**src/rtl/fp16_align_stage.sv**
```systemverilog
// Two-stage FP16 operand alignment front end: magnitude ordering, exponent
// difference, smaller-significand right shift with G/R/S, and special flags.
module fp16_align_stage #(
  parameter int unsigned EXPONENT = 5,
  parameter int unsigned MANTISSA = 10,
  parameter int unsigned DWIDTH   = 1 + EXPONENT + MANTISSA
) (
  input  logic                  clk,
  input  logic                  reset,
  input  logic                  in_valid,
  output logic                  in_ready,
  input  logic [DWIDTH-1:0]     in_a,
  input  logic [DWIDTH-1:0]     in_b,
  output logic                  out_valid,
  input  logic                  out_ready,
  output logic [EXPONENT-1:0]   out_exp,
  output logic [MANTISSA:0]     out_mant_l,
  output logic [MANTISSA+3:0]   out_mant_s,
  output logic                  out_sign_l,
  output logic                  out_sign_s,
  output logic                  out_eff_sub,
  output logic                  out_swapped,
  output logic                  out_nan,
  output logic                  out_inf
);

  localparam int unsigned SIGW = MANTISSA + 1;
  localparam int unsigned EXTW = MANTISSA + 4;
  localparam int unsigned MAGW = DWIDTH - 1;

  // Stage 1 state
  logic                r_s1_valid;
  logic                r_s1_sign_l;
  logic                r_s1_sign_s;
  logic [EXPONENT-1:0] r_s1_exp_l;
  logic [EXPONENT-1:0] r_s1_diff;
  logic [SIGW-1:0]     r_s1_sig_l;
  logic [SIGW-1:0]     r_s1_sig_s;
  logic                r_s1_swapped;
  logic                r_s1_nan;
  logic                r_s1_inf;

  logic                w_s2_adv;
  logic                w_swap;
  logic [DWIDTH-1:0]   w_l;
  logic [DWIDTH-1:0]   w_s;
  logic [EXPONENT-1:0] w_exp_l;
  logic [EXPONENT-1:0] w_exp_s;
  logic [EXPONENT-1:0] w_eff_l;
  logic [EXPONENT-1:0] w_eff_s;
  logic [SIGW-1:0]     w_sig_l;
  logic [SIGW-1:0]     w_sig_s;
  logic                w_a_nan;
  logic                w_b_nan;
  logic                w_a_inf;
  logic                w_b_inf;
  logic                w_nan;
  logic                w_inf;

  logic [EXTW-1:0]     w_ext;
  logic [EXTW-1:0]     w_mask;
  logic [EXTW-1:0]     w_shifted;
  logic                w_sticky;
  logic [EXTW-1:0]     w_mant_s;

  assign w_s2_adv = !out_valid || out_ready;
  assign in_ready = !r_s1_valid || w_s2_adv;

  // Stage 1 datapath: order by magnitude, effective exponents, specials
  always_comb begin
    w_swap  = in_a[MAGW-1:0] < in_b[MAGW-1:0];
    w_l     = w_swap ? in_b : in_a;
    w_s     = w_swap ? in_a : in_b;
    w_exp_l = w_l[DWIDTH-2 -: EXPONENT];
    w_exp_s = w_s[DWIDTH-2 -: EXPONENT];
    w_eff_l = (w_exp_l != '0) ? w_exp_l : EXPONENT'(1);
    w_eff_s = (w_exp_s != '0) ? w_exp_s : EXPONENT'(1);
    w_sig_l = {w_exp_l != '0, w_l[MANTISSA-1:0]};
    w_sig_s = {w_exp_s != '0, w_s[MANTISSA-1:0]};
    w_a_nan = (in_a[DWIDTH-2 -: EXPONENT] == '1) && (in_a[MANTISSA-1:0] != '0);
    w_b_nan = (in_b[DWIDTH-2 -: EXPONENT] == '1) && (in_b[MANTISSA-1:0] != '0);
    w_a_inf = (in_a[DWIDTH-2 -: EXPONENT] == '1) && (in_a[MANTISSA-1:0] == '0);
    w_b_inf = (in_b[DWIDTH-2 -: EXPONENT] == '1) && (in_b[MANTISSA-1:0] == '0);
    w_nan   = w_a_nan || w_b_nan ||
              (w_a_inf && w_b_inf && (in_a[DWIDTH-1] != in_b[DWIDTH-1]));
    w_inf   = !w_nan && (w_a_inf || w_b_inf);
  end

  // Stage 2 datapath: align smaller significand, sticky collects lost bits
  always_comb begin
    w_ext     = {r_s1_sig_s, 3'b000};
    w_mask    = (EXTW'(1) << r_s1_diff) - EXTW'(1);
    w_shifted = w_ext >> r_s1_diff;
    w_sticky  = |(w_ext & w_mask);
    if (r_s1_diff >= EXPONENT'(EXTW)) begin
      w_mant_s = {{(EXTW-1){1'b0}}, |r_s1_sig_s};
    end else begin
      w_mant_s = {w_shifted[EXTW-1:1], w_shifted[0] | w_sticky};
    end
  end

  always_ff @(posedge clk or posedge reset) begin
    if (reset) begin
      r_s1_valid   <= 1'b0;
      r_s1_sign_l  <= 1'b0;
      r_s1_sign_s  <= 1'b0;
      r_s1_exp_l   <= '0;
      r_s1_diff    <= '0;
      r_s1_sig_l   <= '0;
      r_s1_sig_s   <= '0;
      r_s1_swapped <= 1'b0;
      r_s1_nan     <= 1'b0;
      r_s1_inf     <= 1'b0;
    end else begin
      if (in_ready) begin
        r_s1_valid <= in_valid;
      end
      if (in_valid && in_ready) begin
        r_s1_sign_l  <= w_l[DWIDTH-1];
        r_s1_sign_s  <= w_s[DWIDTH-1];
        r_s1_exp_l   <= w_eff_l;
        r_s1_diff    <= w_eff_l - w_eff_s;
        r_s1_sig_l   <= w_sig_l;
        r_s1_sig_s   <= w_sig_s;
        r_s1_swapped <= w_swap;
        r_s1_nan     <= w_nan;
        r_s1_inf     <= w_inf;
      end
    end
  end

  // Output register holds while downstream stalls
  always_ff @(posedge clk or posedge reset) begin
    if (reset) begin
      out_valid   <= 1'b0;
      out_exp     <= '0;
      out_mant_l  <= '0;
      out_mant_s  <= '0;
      out_sign_l  <= 1'b0;
      out_sign_s  <= 1'b0;
      out_eff_sub <= 1'b0;
      out_swapped <= 1'b0;
      out_nan     <= 1'b0;
      out_inf     <= 1'b0;
    end else if (w_s2_adv) begin
      out_valid <= r_s1_valid;
      if (r_s1_valid) begin
        out_exp     <= r_s1_exp_l;
        out_mant_l  <= r_s1_sig_l;
        out_mant_s  <= w_mant_s;
        out_sign_l  <= r_s1_sign_l;
        out_sign_s  <= r_s1_sign_s;
        out_eff_sub <= r_s1_sign_l ^ r_s1_sign_s;
        out_swapped <= r_s1_swapped;
        out_nan     <= r_s1_nan;
        out_inf     <= r_s1_inf;
      end
    end
  end

endmodule

```
**config.mk**
```make
export PLATFORM = sky130hd
export DESIGN_NAME = fp16_align_stage
export DESIGN_NICKNAME = d
export VERILOG_FILES = /design/src/rtl/fp16_align_stage.sv
export SDC_FILE = /design/constraint.sdc
export NUM_CORES = 1
export LEC_CHECK = 0
export CAP_MARGIN = 0
export CORE_ASPECT_RATIO = 0.9
export CORE_MARGIN = 5
export CORE_UTILIZATION = 57
export CTS_CLUSTER_DIAMETER = 80
export CTS_CLUSTER_SIZE = 8
export DETAILED_ROUTE_END_ITERATION = 10
export PLACE_DENSITY = 0.92
export SETUP_SLACK_MARGIN = 0.15
export SLEW_MARGIN = 20
export SYNTH_ARGS = -nofsm -noshare
export SYNTH_HDL_FRONTEND = slang
export SYNTH_SLANG_ARGS = --single-unit
```
**constraint.sdc**
```tcl
create_clock -name clk -period 3.6 [get_ports clk]
set_input_delay 0.54 -clock clk [delete_from_list [all_inputs] [get_ports clk]]
set_output_delay 0.54 -clock clk [all_outputs]
set_load 0.01 [all_outputs]
```
==> results of run 1 <==
cell usage after synthesis, types with 3 or more instances:
cell	n	area, um^2
a21oi_1	39	195
o21ai_0	23	115
dfrtp_1	75	1880
nor4_1	6	37.5
nor2_1	52	195
ha_1	18	225
clkbuf_1	15	56.3
inv_1	23	86.3
o22ai_1	3	18.8
a31oi_1	5	31.3
nand4_1	3	18.8
mux2_4	4	60.1
mux2i_1	40	400
nand3_1	7	35.0
a22o_1	6	52.6
nand2_1	36	135
a21o_1	5	37.5
nor3_1	4	20.0
xor2_1	3	26.3
buf_1	3	11.3
mux2_2	25	282
buf_2	6	30.0
nand2b_1	4	25.0
layout make-up:
type                       count  area [um^2]  area share [%]
inverter                      23         86.3            1.52
clock inverter                 6         88.8            1.57
timing repair buffer         113         1040            18.4
sequential                    75         1880            33.1
tap                           96          120            2.12
multi-input combinational    313         2320            41.0
clock buffer                  10          128            2.25
sequential cells by signal, indices dropped and copies added (netlist names), 5 cells and up:
name	count
r_s1_sig_s	11
r_s1_diff	5
out_mant_s	14
r_s1_sig_l	11
r_s1_exp_l	5
out_mant_l	11
out_exp	5
worst paths after layout:
| kind | to | cells past startpoint | from |
|---|---|---|---|
| min in group clk | out_mant_s[9] | 2 | out_mant_s[9] |
| hold / removal | r_s1_nan | 2 | reset |
| max in group asynchronous | r_s1_sig_l[8] | 3 | reset |
| hold reg to reg | out_mant_s[9] | 2 | out_mant_s[9] |
| setup reg to reg | out_mant_s[2] | 5 | r_s1_diff[1] |
| setup / recovery | r_s1_diff[4] | 17 | in_b[5] |
critical path, stage by stage:
cell,delay [ns]
clkdlybuf4s50_1,0.49
inv_1,0.09
ha_4,0.22
and3_4,0.18
a22o_1,0.24
a311oi_2,0.23
buf_4,0.17
o21ai_4,0.07
buf_12,0.15
mux2i_4,0.19
ha_4,0.18
fa_2,0.35
inv_1,0.07
a21o_1,0.14
a21oi_2,0.07
xor2_1,0.16
o21ai_0,0.16
repair_timing:
| action | 4_1_cts | 5_1_grt |
|---|---|---|
| setup buffers | 0 | 1 |
| endpoints found under the setup margin | 2 | 3 |
| pin swaps | 2 | 5 |
| gates cloned | 0 | 0 |
| gates resized for setup | 8 | 13 |
through the flow:
| stage | area, um^2 | cells |
|---|---|---|
| 5_1_grt | 5660 | 636 |
| 2_1_floorplan | 4260 | 436 |
| 4_1_cts | 5580 | 635 |
| 6_report | 5660 | 636 |
| 3_5_place_dp | 5320 | 619 |
| 3_3_place_gp | 5320 | 619 |
report_power, final:
| group | internal, mW | switching, mW | total, mW |
|---|---|---|---|
| combinational | 0.656 | 0.547 | 1.20 |
| sequential | 1.05 | 0.225 | 1.27 |
| clock | 0.392 | 0.335 | 0.727 |
| total | 2.10 | 1.11 | 3.20 |
logic make-up (layout without fill, tap and decap cells):
| group | Yosys count | in the layout | synth area share, % |
|---|---|---|---|
| adder cells (fa/ha/maj) | 19 | 19 | 5.75 |
| multiplexers | 71 | 71 | 18.5 |
| AO/OA/AOI/OAI | 96 | 96 | 13.5 |
| AND/OR/NAND/NOR | 122 | 122 | 12.7 |
| buffers and inverters | 48 | 152 | 4.58 |
| flip-flops | 75 | 75 | 44.0 |
| XOR/XNOR | 5 | 5 | 1.03 |
metal layers:
layer  part of all wire, %  GRT usage, %  wire (um)  vias to the layer above
met3                   7.8          7.00        949                       59
met5                     0             0          0                        -
met4                   3.9          10.1        475                        0
met2                    49          40.9       5950                      222
met1                    39          32.8       4740                     1850
li1                      -             -          -                     1750
==> run_results.csv, run 1 <==
group,metric,value,unit
power_and_ir_drop,peakVddDrop,0.365,mV
clock_network,clk_path_buf_depth,2,
power_and_ir_drop,p_total,3.20,mW
clock_network,tritoncts,"yes",
floorplan,core,7430,um^2
cells_and_area,layout_common_cells,"75 x dfrtp_1, 73 x clkdlybuf4s50_1, 52 x nor2_1, 39 x buf_4, 37 x mux2i_1",
run,cap_viol_max_count,0,
routing,wl,12100,um
clock_network,cts_buffers,9,
synthesis,synthesis.area,4260,um^2
cells_and_area,post-route-util,76.2,%
synthesis,yosysWarnings,0,
clock_network,path_clk_slew,0.08,ns
sta,slew_viol_final,0,
floorplan,die_h,92.0,um
floorplan,dieArea,9310,um^2
hold_path,min_path_type,"in -> async",
global_route,gr-usage-all-layers,25.6,%
global_route,grt_pass1_vias,3810,
power_and_ir_drop,p_leak,2.50,nW
synthesis,synthFlopType,"dfrtp_1",
sta,fin_crit,3.45,ns
synthesis,synth_edf_count,0,
outcome,status,"finished, final reports clean",
cells_and_area,n_fill_cell,493,
sta,setup_viol,0,
routing,vias,3881,
floorplan,die_x,101,um
place,place.gp.congestion,0.972,
routing,dr.pass1.iters,5,
sta,min_period_over_period,95.7,%
sta,tightest_slew,0.839,ns
cells_and_area,fin_nets,590,
critical_path,worstSetupPathType,"in -> reg",
critical_path,cp_data_required_time,3.87,ns
sta,tns,0,ns
cells_and_area,final_common_cell,"dfrtp_1",
power_and_ir_drop,power_density,565,nW/um^2
global_route,antenna_found_initial,0,
floorplan,ios,74,
synthesis,synthCells,436,
routing,drtIter0Drc,304,
global_route,grt_max_degree,40,
cells_and_area,drive_gt1_share,19.3,%
critical_path,arrival,3.72,ns
sta,relSlewSlack,44.0,%
synthesis,synth_cell_types,47,
critical_path,critPathMaxFanout,7,
clock_network,insertion_delay,0.36,ns
sta,fin_ws,0.154,ns
clock_network,htree_levels,3,
critical_path,r2r_slack,1.41,ns
synthesis,syn_area_per_cell,9.78,um^2
floorplan,rows,30,
critical_path,start_kind,"input port",
place,pre_cts_ws,-0.334,ns
routing,avgRoutedWirePerCell,19.0,um
routing,drcViolationCount,0,
floorplan,initial_core_util,57.4,%
clock_network,hold_buffers,0,
routing,postRouteAntennaNets,0,
cells_and_area,antenna_cells,0,
synthesis,yosys_register_bits,75,
sta,final-hold-violation-count,0,
place,io_buffers,73,
sta,fmax,290,MHz
place,post-dp-hpwl,8020,um
clock_network,root_buffer,"clkbuf_8",
synthesis,yosysSeqAreaShare,44.0,%
cells_and_area,area_growth,32.9,%
synthesis,synth-async-reset-ratio,100,%
synthesis,syn-num-nets,491,
sta,fin_skew,0.00647,ns
clock_network,cts_sinks,75,
global_route,grt_pass1_wl,18800,um
sta,hold_ws,0.473,ns
routing,vias_per_cell,6.10,
sta,rsz0062_at_grt,"no",
global_route,grt_overflow,0,
critical_path,cp-end-kind,"register",
Power figures use the tool's default switching activity.
==> run 2: changes to the inputs <==
--- a/config.mk
+++ b/config.mk
@@ -5,11 +5,12 @@
 export SDC_FILE = /design/constraint.sdc
 export NUM_CORES = 1
 export LEC_CHECK = 0
+export ABC_AREA = 0
 export CAP_MARGIN = 0
 export CORE_ASPECT_RATIO = 0.9
 export CORE_MARGIN = 5
 export CORE_UTILIZATION = 57
-export CTS_CLUSTER_DIAMETER = 80
+export CTS_CLUSTER_DIAMETER = 60
 export CTS_CLUSTER_SIZE = 8
 export DETAILED_ROUTE_END_ITERATION = 10
 export PLACE_DENSITY = 0.92
==> results of run 2 <==
Final layout, timing and power as in run 1 (identical DEF).
==> run 3: changes to the inputs <==
==> constraint.sdc (replaced) <==
create_clock -name clk -period 3.6 [get_ports clk]
set_input_delay 0.54 -clock clk [delete_from_list [all_inputs] [get_ports clk]]
set_output_delay 0.54 -clock clk [all_outputs]
set_load 0.005 [all_outputs]
==> results of run 3 <==
The final DEF is identical to that of run 1. Status: finished, final reports clean.
Main changes from that run: total power 3.20 mW -> 3.15 mW; worst IR drop on VDD 0.365 mV -> 0.359 mV
